File: src/rtl/memory_arbiter.sv
// memory_arbiter: shares one single-ported RAM between the fetch path and the
// data path. Data requests win arbitration unless a pending fetch has already
// lost IMAX_WAIT consecutive decisions. Each access is latched on grant so the
// RAM sees stable address/data/strobes for the full access.
module memory_arbiter #(
    parameter int ADDR_W    = 32,
    parameter int DATA_W    = 32,
    parameter int IMAX_WAIT = 4
) (
    input  logic              CLK,
    input  logic              RST,
    input  logic              iREN,
    input  logic [ADDR_W-1:0] iaddr,
    output logic [DATA_W-1:0] iload,
    output logic              iwait,
    input  logic              dREN,
    input  logic              dWEN,
    input  logic [ADDR_W-1:0] daddr,
    input  logic [DATA_W-1:0] dstore,
    output logic [DATA_W-1:0] dload,
    output logic              dwait,
    output logic              ramREN,
    output logic              ramWEN,
    output logic [ADDR_W-1:0] ramaddr,
    output logic [DATA_W-1:0] ramstore,
    input  logic [DATA_W-1:0] ramload,
    input  logic              ramready
);

    typedef enum logic [1:0] {
        IDLE = 2'd0,
        IACC = 2'd1,
        DACC = 2'd2
    } state_t;

    localparam logic [3:0] STARVE_LIMIT = 4'(IMAX_WAIT);
    localparam logic [3:0] STARVE_MAX   = 4'hF;

    state_t            state;
    state_t            next_state;
    logic [3:0]        starve;
    logic [3:0]        starve_next;
    logic [ADDR_W-1:0] lat_addr;
    logic [DATA_W-1:0] lat_data;
    logic              lat_wr;
    logic              dreq;

    assign dreq = dREN | dWEN;

    // State register; reset abandons any in-flight access immediately.
    always_ff @(posedge CLK or posedge RST) begin
        if (RST) begin
            state <= IDLE;
        end else begin
            state <= next_state;
        end
    end

    // Arbitration, starvation accounting and per-state output decode.
    always_comb begin
        next_state  = state;
        starve_next = starve;
        ramREN      = 1'b0;
        ramWEN      = 1'b0;
        ramaddr     = '0;
        ramstore    = '0;
        iwait       = 1'b1;
        iload       = '0;
        dwait       = 1'b1;
        dload       = '0;
        case (state)
            IDLE: begin
                if (dreq && ((starve < STARVE_LIMIT) || !iREN)) begin
                    next_state = DACC;
                    // A waiting fetch just lost another round; count it.
                    if (iREN) begin
                        starve_next = (starve == STARVE_MAX) ? starve : starve + 4'd1;
                    end else begin
                        starve_next = '0;
                    end
                end else if (iREN) begin
                    next_state  = IACC;
                    starve_next = '0;
                end else begin
                    starve_next = '0;
                end
            end
            IACC: begin
                ramREN   = 1'b1;
                ramaddr  = lat_addr;
                ramstore = lat_data;
                if (ramready) begin
                    iwait      = 1'b0;
                    iload      = ramload;
                    next_state = IDLE;
                end
            end
            DACC: begin
                ramREN   = ~lat_wr;
                ramWEN   = lat_wr;
                ramaddr  = lat_addr;
                ramstore = lat_data;
                if (ramready) begin
                    dwait = 1'b0;
                    if (!lat_wr) begin
                        dload = ramload;
                    end
                    next_state = IDLE;
                end
            end
            default: begin
                next_state = IDLE;
            end
        endcase
    end

    // Starvation counter for the fetch side.
    always_ff @(posedge CLK or posedge RST) begin
        if (RST) begin
            starve <= '0;
        end else begin
            starve <= starve_next;
        end
    end

    // Capture the winning request on grant; a write wins over a read when both are high.
    always_ff @(posedge CLK or posedge RST) begin
        if (RST) begin
            lat_addr <= '0;
            lat_data <= '0;
            lat_wr   <= 1'b0;
        end else if (state == IDLE) begin
            if (next_state == DACC) begin
                lat_addr <= daddr;
                lat_data <= dstore;
                lat_wr   <= dWEN;
            end else if (next_state == IACC) begin
                lat_addr <= iaddr;
                lat_data <= '0;
                lat_wr   <= 1'b0;
            end
        end
    end

endmodule

File: config.mk
export PLATFORM = sky130hd
export DESIGN_NAME = memory_arbiter
export DESIGN_NICKNAME = d
export VERILOG_FILES = /design/src/rtl/memory_arbiter.sv
export SDC_FILE = /design/constraint.sdc
export NUM_CORES = 1
export LEC_CHECK = 0
export CORE_MARGIN = 3
export CORE_UTILIZATION = 37
export CTS_BUF_LIST = sky130_fd_sc_hd__clkbuf_2
export CTS_CLUSTER_DIAMETER = 100
export DETAILED_ROUTE_END_ITERATION = 16
export GPL_TIMING_DRIVEN = 0
export PLACE_DENSITY = 0.94
export SYNTH_ARGS = -nofsm -noshare
export SYNTH_HDL_FRONTEND = slang
export SYNTH_SLANG_ARGS = --single-unit
File: constraint.sdc
create_clock -name CLK -period 2.4 [get_ports CLK]
set_input_delay 0.36 -clock CLK [delete_from_list [all_inputs] [get_ports CLK]]
set_output_delay 0.36 -clock CLK [all_outputs]
set_load 0.05 [all_outputs]
==> run_results.csv <==
group,metric,value,unit
status,outcome,"complete, no violations",
synth,yosys.area.top_type,"dfrtp_1",
sta,finalCritPeriodShare,0.976,
power_and_ir_drop,power_density,1530,nW/um^2
worst_setup_path,slowest_stage,"dfrtp_1",
routing,wire_per_inst,18.2,um
synth,ys_types,34,
die,core-area,10400,sq um
synth,synthTopCellsByCount,"98 x and2_1, 71 x dfrtp_1, 32 x and3_1",
power_and_ir_drop,p_comb_frac,0.743,
cts,clkTransAtPathRegs,240,ps
synth,yosysSeqAreaShare,0.444,
worst_setup_path,cp_top_family,"flip-flops",
worst_setup_path,critPathLaunchType,"flip-flop",
final_layout,nets,799,
power_and_ir_drop,clock_power_share,0.065,
cts,holdBufCountCts,0,
worst_setup_path,cp-end-kind,"output port",
sta,fmax,427,MHz
synth,ys_ff_latch,71,
routing,ant_nets,0,
global_routing,first_global_vias,4104,
global_routing,grt_start_max_net_pins,72,
worst_setup_path,cpPeakStageDelay,470,ps
global_routing,grt_pass1_wl,21.5,mm
sta,worstMarginPinSlew,851,ps
global_routing,grt_util_all_layers,0.231,
synth,async_flop_share,1.00,
worst_hold_path,hold_path.class,"input pin to asynchronous set/reset pin",
sta,final_max_slew_viol_count,0,
synth,synth-edff-count,0,
worst_setup_path,crit_type,"flip-flop to output port",
synth,syn_inst,377,
synth,syn_nets,516,
worst_setup_path,path_buf_inv,3,
routing,drt_first_pass_iters,4,
sta,timing.final.crit_period,2340,ps
routing,first_iter_violations,236,
sta,finalHoldViolCount,0,
synth,yosysMostFrequentCell,"and2_1",
power_and_ir_drop,internal-power,5380,uW
flow_run,max-cap-violations,0,
sta,setup_viol,0,
routing,drc_errors,0,
die,die_height,110,um
die,pin_count,266,
global_routing,gr-total-overflow,0,
cts,tritoncts,"built",
cts,clock_path_buffers,2,
sta,tns,0,ps
synth,synthFlopType,"dfrtp_1",
power_and_ir_drop,peakVddDrop,1.32,mV
routing,vias_per_cell,4.98,
power_and_ir_drop,swShare,0.507,
cts,cts-htree-levels,3,
sta,finClkSkew,33.3,ps
worst_setup_path,cp_data_required_time,2040,ps
sta,relSlewSlack,0.433,
synth,ys_warn_count,0,
cts,clock_latency,510,ps
worst_setup_path,crit_fanout,10,
die,rows,37,
global_routing,antenna_found_initial,0,
synth,synth_area_leaders,"dfrtp_1 44%, and2_1 15%, o221a_2 8.2%",
power_and_ir_drop,power.leakage,0.00330,uW
placed_design,dp_hpwl,11.1,mm
synth,netlist_area,4000,sq um
worst_setup_path,crit_chain,"inv_2, ha_4, nand2_2, nor2_4, clkbuf_8, and2_1, buf_6",
final_layout,area_growth,78.3,%
cts,cts-root-buf,"clkbuf_2",
cts,cts_buffers,9,
final_layout,finalInstanceArea,7130,sq um
cts,cts.sinks,71,
final_layout,antenna_cells,0,
power_and_ir_drop,seq_power_share,0.192,
routing,via_count,3989,
die,die-area,12100,sq um
die,die_x,110,um
final_layout,drive_above_1_share,0.395,
synth,synth_top_area_share,0.444,
placed_design,numPortBuffers,265,
routing,wirelength,14.6,mm
die,initial_core_util,0.384,
synth,avgSynthCellArea,10.6,sq um
placed_design,place_congestion,0.905,
worst_setup_path,arrival,1980,ps
power_and_ir_drop,power_switching,5530,uW
sta,rsz0062_at_grt,"yes",
placed_design,placed_area,6830,sq um
==> per-layer routing <==
layer / vias to the layer above / global-route usage / share of wire
met5: - / 0 / 0
met1: 1919 / 0.271 / 0.39
met3: 15 / 0.0676 / 0.076
li1: 1888 / - / -
met2: 167 / 0.412 / 0.52
met4: 0 / 0.0632 / 0.014
==> cells in the final DEF, fill, tap and decap left out, types with 10 or more instances in the layout <==
cell type / count
a22o_2: 28
and2_1: 90
and3_1: 32
buf_2: 10
buf_4: 16
buf_6: 91
clkbuf_2: 15
clkbuf_4: 35
clkdlybuf4s50_1: 133
dfrtp_1: 71
nand2b_1: 24
o221a_2: 29
==> metrics by stage <==
step	util	instances	setup WS [ps]	total power [uW]	hold WS [ps]
4_1_cts	0.642	798	-46.2	10200	343
6_report	0.685	801	56.7	10900	358
2_1_floorplan	-	377	117	7140	457
3_3_place_gp	0.655	778	-839	9380	466
5_1_grt	0.685	801	-72.3	11400	345
3_5_place_dp	0.655	778	-820	9550	476
==> cells by family (layout without fill, tap and decap cells) <==
| kind of cell | after synthesis | after routing | synth area share |
|---|---|---|---|
| compound gates | 78 | 78 | 0.196 |
| mux | 1 | 1 | 0.00250 |
| buf+inv | 39 | 327 | 0.0610 |
| simple gates | 183 | 183 | 0.281 |
| flops | 71 | 71 | 0.444 |
| fa+ha+maj | 5 | 5 | 0.0156 |
==> worst paths after layout <==
check	start	end	slack, ps	cells past startpoint
max	state[0]	dload[23]	60	7
min	RST	lat_data[22]	360	2
max reg2reg	state[0]	lat_data[6]	100	8
min reg2reg	starve[0]	starve[0]	500	1
max in group asynchronous	RST	lat_addr[10]	1470	2
min in group CLK	dstore[22]	lat_data[22]	450	2
==> registers in the layout (all words and copies together) (netlist names) <==
name and count:
lat_wr 1, state 2, lat_data 32, starve 4, lat_addr 32
==> power by group through the flow <==
stage               Sequential, uW  Combinational, uW  Clock, uW
detailed placement            2080               7480          0
global placement              2060               7310          0
global route                  2160               8510        775
floorplan                     1980               5160          0
CTS                           2070               7380        732
finish                        2090               8110        710
==> worst reg2reg max path, delay by kind of cell, from the launching register on <==
kind	cells	cell delay, ps
buffers and inverters	2	390
and+or+nand+nor	1	240
AOI/OAI and AO/OA	4	880
DFF	1	460
adders and majority gates	1	300
==> area by class of cell <==
| type | instances | area [sq um] |
|---|---|---|
| Multi-Input combinational cell | 267 | 2050 |
| Clock buffer | 10 | 50.0 |
| Inverter | 6 | 25.0 |
| Tap cell | 136 | 170 |
| Clock inverter | 6 | 70.1 |
| Fill cell | 786 | 3280 |
| Timing Repair Buffer | 272 | 2690 |
| Buffer | 33 | 308 |
| Sequential cell | 71 | 1780 |
==> what timing repair did <==
| item | CTS | global route |
|---|---|---|
| buffers inserted | 3 | 2 |
| pin swaps | 0 | 2 |
| setup endpoints to repair | 155 | 146 |
| resized for setup | 765 | 157 |
| cloned | 1 | 1 |
Note: power is estimated with default switching activity, not from simulation.
==> RTL change 1: new RTL, config.mk and constraints unchanged <==
Make the reset (`RST`) synchronous in 3 clocked blocks.
--- a/src/rtl/memory_arbiter.sv
+++ b/src/rtl/memory_arbiter.sv
@@ -48,7 +48,7 @@
     assign dreq = dREN | dWEN;
 
     // State register; reset abandons any in-flight access immediately.
-    always_ff @(posedge CLK or posedge RST) begin
+    always_ff @(posedge CLK) begin
         if (RST) begin
             state <= IDLE;
         end else begin
@@ -115,7 +115,7 @@
     end
 
     // Starvation counter for the fetch side.
-    always_ff @(posedge CLK or posedge RST) begin
+    always_ff @(posedge CLK) begin
         if (RST) begin
             starve <= '0;
         end else begin
@@ -124,7 +124,7 @@
     end
 
     // Capture the winning request on grant; a write wins over a read when both are high.
-    always_ff @(posedge CLK or posedge RST) begin
+    always_ff @(posedge CLK) begin
         if (RST) begin
             lat_addr <= '0;
             lat_data <= '0;
Behaviour: differs if RST is asserted again (counterexample within 4 cycles, from zero or initial values and one cycle with RST high); with RST held inactive, the same outputs for 4 cycles.
==> RTL change 1 against the unedited design <==
- the run now ends with negative setup slack left
- register-to-register slack got worse by 230 ps
- sequential cell count stayed put
- cell count up 26%
- routed wire length rose by 26%
- worst setup slack got worse by 190 ps
- cell area increased by 15%
- area after synthesis rose by 11%
- global-route usage is 2.1 points higher
- critical endpoint is now lat_data[17]
- count of clock-buffer cells in the layout unchanged
Power is not compared: it rests on default switching activity, and its combinational part moved more than twofold at a synthesized area within 25%.
==> RTL change 1: results (changes against the unedited design) <==
- Status: finished, violations left (was finished, final reports clean).
- The checks that failed: negative setup slack.
* Proportion of register bits with asynchronous set or reset after synthesis: 0% (was 100.0%)
* Total vias in the final route: 5446 (was 3989)
- Share of post-route cells with drive strength above 1: 33.91% (was 39.55%)
- The pin count of the biggest net entering global routing is 14 (was 72).
* Primary FF master, synth: dfxtp_1 (was dfrtp_1)
* Number of clock buffers inserted by TritonCTS: 9 (unchanged)
- Placement Cell Area: 0.007463 mm^2 (was 0.006827 mm^2)
- Post-route setup TNS: -3921 ps (was 0 ps)
- Worst max-slew margin expressed relative to the limit: 52.76% (was 43.26%)
- The H-tree depth came to 3 (unchanged).
* Number of synthesis warnings: 0 (unchanged)
- Depth of the worst hold-timing path: 3
- Worst-path cell with the longest stage delay: dfxtp_2 (was dfrtp_1)
* Final number of setup-violating endpoints: 77 (was 0)
- The wire length of the first global-routing pass was 26860 um (was 21460 um).
- The clock-pin slew of the registers on the worst-case setup and hold paths came to 260 ps (was 240 ps).
- Post-synth net total: 703 (was 516)
- The root buffer cell is clkbuf_2 (unchanged).
* Endpoint of the most critical register-to-register path: lat_data[17] (was lat_data[6])
- The fraction of the yosys area taken by sequential cells came to 31.88% (was 44.40%).
- The largest driver fanout on the critical path was 7 (was 10).
- Via count of the first global-routing pass: 5253 (was 4104)
- Most frequent cells after synthesis: and2_1 (97), dfxtp_1 (71), clkbuf_1 (39), nand2_1 (39), nor2_1 (39) (was and2_1 (98), dfrtp_1 (71), and3_1 (32))
- Data arrival time of the worst path: 2990 ps (was 1980 ps)
- The source-to-sink clock delay at the later pin of the worst-skew pair came to 550 ps (was 510 ps).
* Half-perimeter wire length after placement: 13040 um (was 11130 um)
* Layout net count: 999 (was 799)
- The worst-case IR drop observed on VDD is 367.3 uV.
- Worst hold-check path type: in2reg (was in2async)
* Number of antenna diodes: 0 (unchanged)
* Drt pass-1 iters: 5 (was 4)
* GRT Overall Usage: 25.28% (was 23.15%)
* Cells after DPL: 971 (was 778)
- The iteration-0 DRC count of the detailed router came to 359 (was 236).
- The per-instance average area after synthesis was 7.918 um^2 (was 10.61 um^2).
- The kind of critical path was reg2reg (was reg2out).
- Antenna violations before repair: 0 (unchanged)
- Worst setup slack after layout: -129.6 ps (was 56.72 ps)
- The worst reg2reg path startpoint is state[1] (was state[0]).
- Top Registers: lat_addr x32, lat_data x32, starve x4 (unchanged).
* Average wire per cell in the routed design: 18.28 um (was 18.23 um)
- Number of distinct library cell variants in the gate-level netlist after synthesis: 40 (was 34)
- The clock skew after layout was 56.89 ps (was 33.31 ps).
- The number of vias per cell came to 5.408 (was 4.980).
- The cell count of the worst reg-to-reg path was 14 (was 8).
* GPL Wtd Cong: 0.8372 (was 0.9054)
- The worst setup slack before clock tree synthesis is -1097 ps (was -819.7 ps).
* Stage delay of the slowest cell on the critical path: 390 ps (was 470 ps)
- Top cells by area in the synthesized netlist: dfxtp_1 (32%), and2_1 (14%), o21bai_1 (5.6%) (was dfrtp_1 (44%), and2_1 (15%), o221a_2 (8.2%))
## RTL change 1: cell types whose count changed after synthesis, sizes merged, moves of 32 or more
cell / before / now
a22o: 33 / 0
dfrtp: 71 / 0
a2111oi: 0 / 32
nand3: 0 / 34
dfxtp: 0 / 71
o221a: 32 / 0
o21bai: 0 / 33
nor2: 5 / 39
## RTL change 1: logic make-up after synthesis
group | count (synthesis) | synth area share, %
and+or+nand+nor | 282 | 34.72
AOI/OAI and AO/OA | 138 | 24.36
DFF | 71 | 31.88
buffers and inverters | 62 | 6.539
adders and majority gates | 6 | 1.684
xor gates and xnor gates | 3 | 0.5895
muxes | 1 | 0.2245
## RTL change 1: what timing repair did
item	4_1_cts	5_1_grt
endpoints found under the setup margin	197	192
endpoints found under the hold margin	0	0
resized for setup	701	137
gates cloned	2	3
pin swaps	20	32
hold buffers	0	0
buffers inserted	15	1
## RTL change 1: metrics by stage
step / util [%] / total power [uW] / hold slack, ps
detailed placement: 64.26 / 3417 / 438.6
global route: 70.43 / 4774 / 311.0
finish: 70.43 / 4539 / 353.2
floorplan: - / 2708 / 427.3
CTS: 67.38 / 4311 / 326.0
global placement: 64.26 / 3385 / 433.3
## RTL change 1: how the worst min path moves through the flow
| stage | startpoint | end | slack [ps] |
|---|---|---|---|
| after global placement | lat_data[13] | lat_data[13] | 430 |
| final | dstore[25] | lat_data[25] | 350 |
| after global routing | dstore[6] | lat_data[6] | 310 |
| after CTS | dstore[18] | lat_data[18] | 330 |
| after detailed placement | lat_data[24] | lat_data[24] | 440 |
| after floorplan | lat_data[14] | lat_data[14] | 430 |
## RTL change 1: where the power goes
group	leakage [uW]	switching, uW	internal [uW]
Clock	0.0000648	481	249
Sequential	0.000584	81.0	1350
Combinational	0.00271	1350	1020
## RTL change 1: final cells by class
| cell class | count | area, um^2 |
|---|---|---|
| fill | 891 | 3435 |
| tap | 143 | 178.9 |
| clock inverter | 6 | 70.07 |
| sequential | 71 | 1426 |
| clock buffer | 10 | 50.05 |
| buffer | 59 | 451.7 |
| multi-input combinational | 430 | 3202 |
| timing repair buffer | 286 | 2790 |
| inverter | 2 | 10.01 |
## RTL change 1: metal layers
layer,routed length [um],share of wire [%],global-route usage [%]
met4,672,3.7,11.14
met2,9462,51,44.80
met1,6711,36,28.21
met3,1559,8.5,7.050
met5,0,0,0
## RTL change 1: worst max-delay path, delay by kind of cell, from the launching register on
family                   cells  cell delay, ps
buffers and inverters        6             760
AND/OR/NAND/NOR              4             580
flip-flops                   1             390
AO/OA/AOI/OAI                2             330
adder cells (fa/ha/maj)      2             430
==> RTL change 2: new RTL, same settings <==
Made on the original files. Set the parameter `ADDR_W` to 64 (it was 32).
--- a/src/rtl/memory_arbiter.sv
+++ b/src/rtl/memory_arbiter.sv
@@ -3,7 +3,7 @@
 // lost IMAX_WAIT consecutive decisions. Each access is latched on grant so the
 // RAM sees stable address/data/strobes for the full access.
 module memory_arbiter #(
-    parameter int ADDR_W    = 32,
+    parameter int ADDR_W    = 64,
     parameter int DATA_W    = 32,
     parameter int IMAX_WAIT = 4
 ) (
Ports: changed (resized daddr, iaddr and ramaddr); port bits go from 266 to 362. The function was not compared with the original's and may differ.
==> RTL change 2 against the unedited design <==
- fmax fell by 6.5%
- largest power group unchanged
- cell area increased by 48%
- sequential cell count grew 32
- worst setup slack got worse by 160 ps
- the run now ends with negative setup slack left
- register-to-register slack worse by 210 ps
- critical endpoint is now lat_addr[12]
- area after synthesis rose by 38%
- via count increased by 44%
- routed wire length grew 57%
- total power is 58% higher
==> RTL change 2: results (changes against the unedited design) <==
- The final reports fail on negative setup slack.
- GRT Overall Usage: 24.89% (was 23.15%)
- Most frequent cells after synthesis: and2_1 (129), dfrtp_1 (103), nand2b_1 (63) (was and2_1 (98), dfrtp_1 (71), and3_1 (32)).
- The iteration-0 DRC count of the detailed router was 318 (was 236).
* Post-route setup TNS: -3733 ps (was 0 ps)
- The worst path setup slack after routing is -107.1 ps (was 56.72 ps).
* M1 WL: 8389 um (was 5666 um)
* Drt pass-1 iters: 5 (was 4)
- The worst setup slack before clock tree synthesis is -837.2 ps (was -819.7 ps).
- The source-to-sink clock delay at the later pin of the worst-skew pair came to 640 ps (was 510 ps).
* Number of distinct library cell variants in the gate-level netlist after synthesis: 31 (was 34)
- Half-perimeter wire length after placement: 16300 um (was 11130 um)
- Clock network power consumption: 953 uW (was 710 uW)
- Post-synthesis mux area share: 0.1807% (was 0.2502%)
- Total vias in the final route: 5764 (was 3989)
- The total length of routed met3 wires came to 2023 um (was 1110 um).
- Status: finished, violations left (was finished, final reports clean)
* Worst max-slew margin expressed relative to the limit: 60.63% (was 43.26%)
- Clock-pin slew reported for the worst setup and hold paths after clock tree synthesis: 370 ps (was 240 ps)
- The instance area at placement came to 0.009427 mm^2 (was 0.006827 mm^2).
* Stage delay of the slowest cell on the critical path: 500 ps (was 470 ps)
- The met3 track demand over resource is 8.593% (was 6.756%).
- The wire length of the first global-routing pass was 31770 um (was 21460 um).
* Top metal layer carrying routed signals: met5 (was met4)
- The static leakage was 0.004671 uW (was 0.003301 uW).
* Met2 WL post-DR: 11850 um (was 7622 um)
- The per-instance average area after synthesis was 10.67 um^2 (was 10.61 um^2).
* Top cells by area in the synthesized netlist: dfrtp_1 (47%), and2_1 (15%), o221a_1 (12%) (was dfrtp_1 (44%), and2_1 (15%), o221a_2 (8.2%))
- The setup violation total in the final timing report is 69 (was 0).
* Fraction of the yosys area taken by sequential cells: 46.53% (was 44.40%)
- GPL Wtd Cong: 0.8231 (was 0.9054)
* Antenna violations before repair: 2 (was 0)
* Pin count of the biggest net entering global routing: 42 (was 72)
- Compound-gate portion of the synthesized area: 20.08% (was 19.57%)
- The maximum VDD drop was 1180 uV (was 1325 uV).
- Data arrival time of the worst path: 3010 ps (was 1980 ps)
RTL change 2: cell types whose count changed after synthesis, moves of 9 or more:
cell,before,now
nand2b_1,24,63
o221a_2,29,4
a22o_2,28,0
buf_2,3,12
a22o_1,5,33
and2_1,98,129
dfrtp_1,71,103
o221a_1,3,60
RTL change 2: logic make-up (layout without fill, tap and decap cells):
| logic type | after synthesis | in the layout |
|---|---|---|
| buf+inv | 51 | 448 |
| fa+ha+maj | 5 | 5 |
| other cells | 0 | 1 |
| mux | 1 | 1 |
| compound gates | 111 | 112 |
| simple gates | 248 | 248 |
| flops | 103 | 103 |
RTL change 2: stage by stage:
stage / power (uW) / hold slack [ps]
6_report: 17190 / 54.41
5_1_grt: 17890 / 17.17
4_1_cts: 15410 / 29.39
3_5_place_dp: 13780 / 478.1
3_3_place_gp: 13580 / 468.8
2_1_floorplan: 10090 / 456.9
RTL change 2: area by class of cell:
class	count	area, um^2	share of cell area, %
Antenna cell	1	2.502	0.02371
Buffer	45	435.4	4.126
Clock buffer	9	45.04	0.4268
Clock inverter	7	96.34	0.9129
Inverter	6	28.78	0.2727
Multi-Input combinational cell	366	2989	28.32
Sequential cell	103	2579	24.43
Tap cell	184	230.2	2.181
Timing Repair Buffer	381	4148	39.30
RTL change 2: worst paths after layout:
check / to / slack (ps)
worst max register to register: lat_addr[12] / -110
min in group CLK: lat_data[14] / 280
worst min-delay path: lat_data[17] / 50
max in group asynchronous: state[0] / 1640
worst max-delay path: lat_addr[12] / -110
worst min register to register: starve[0] / 510
RTL change 2: repair_timing:
| action | in CTS | in global routing |
|---|---|---|
| gates resized for setup | 1091 | 287 |
| pin swaps | 22 | 13 |
| endpoints found under the setup margin | 258 | 254 |
| cloned | 3 | 5 |
| hold buffers | 0 | 0 |
| setup buffers | 4 | 7 |
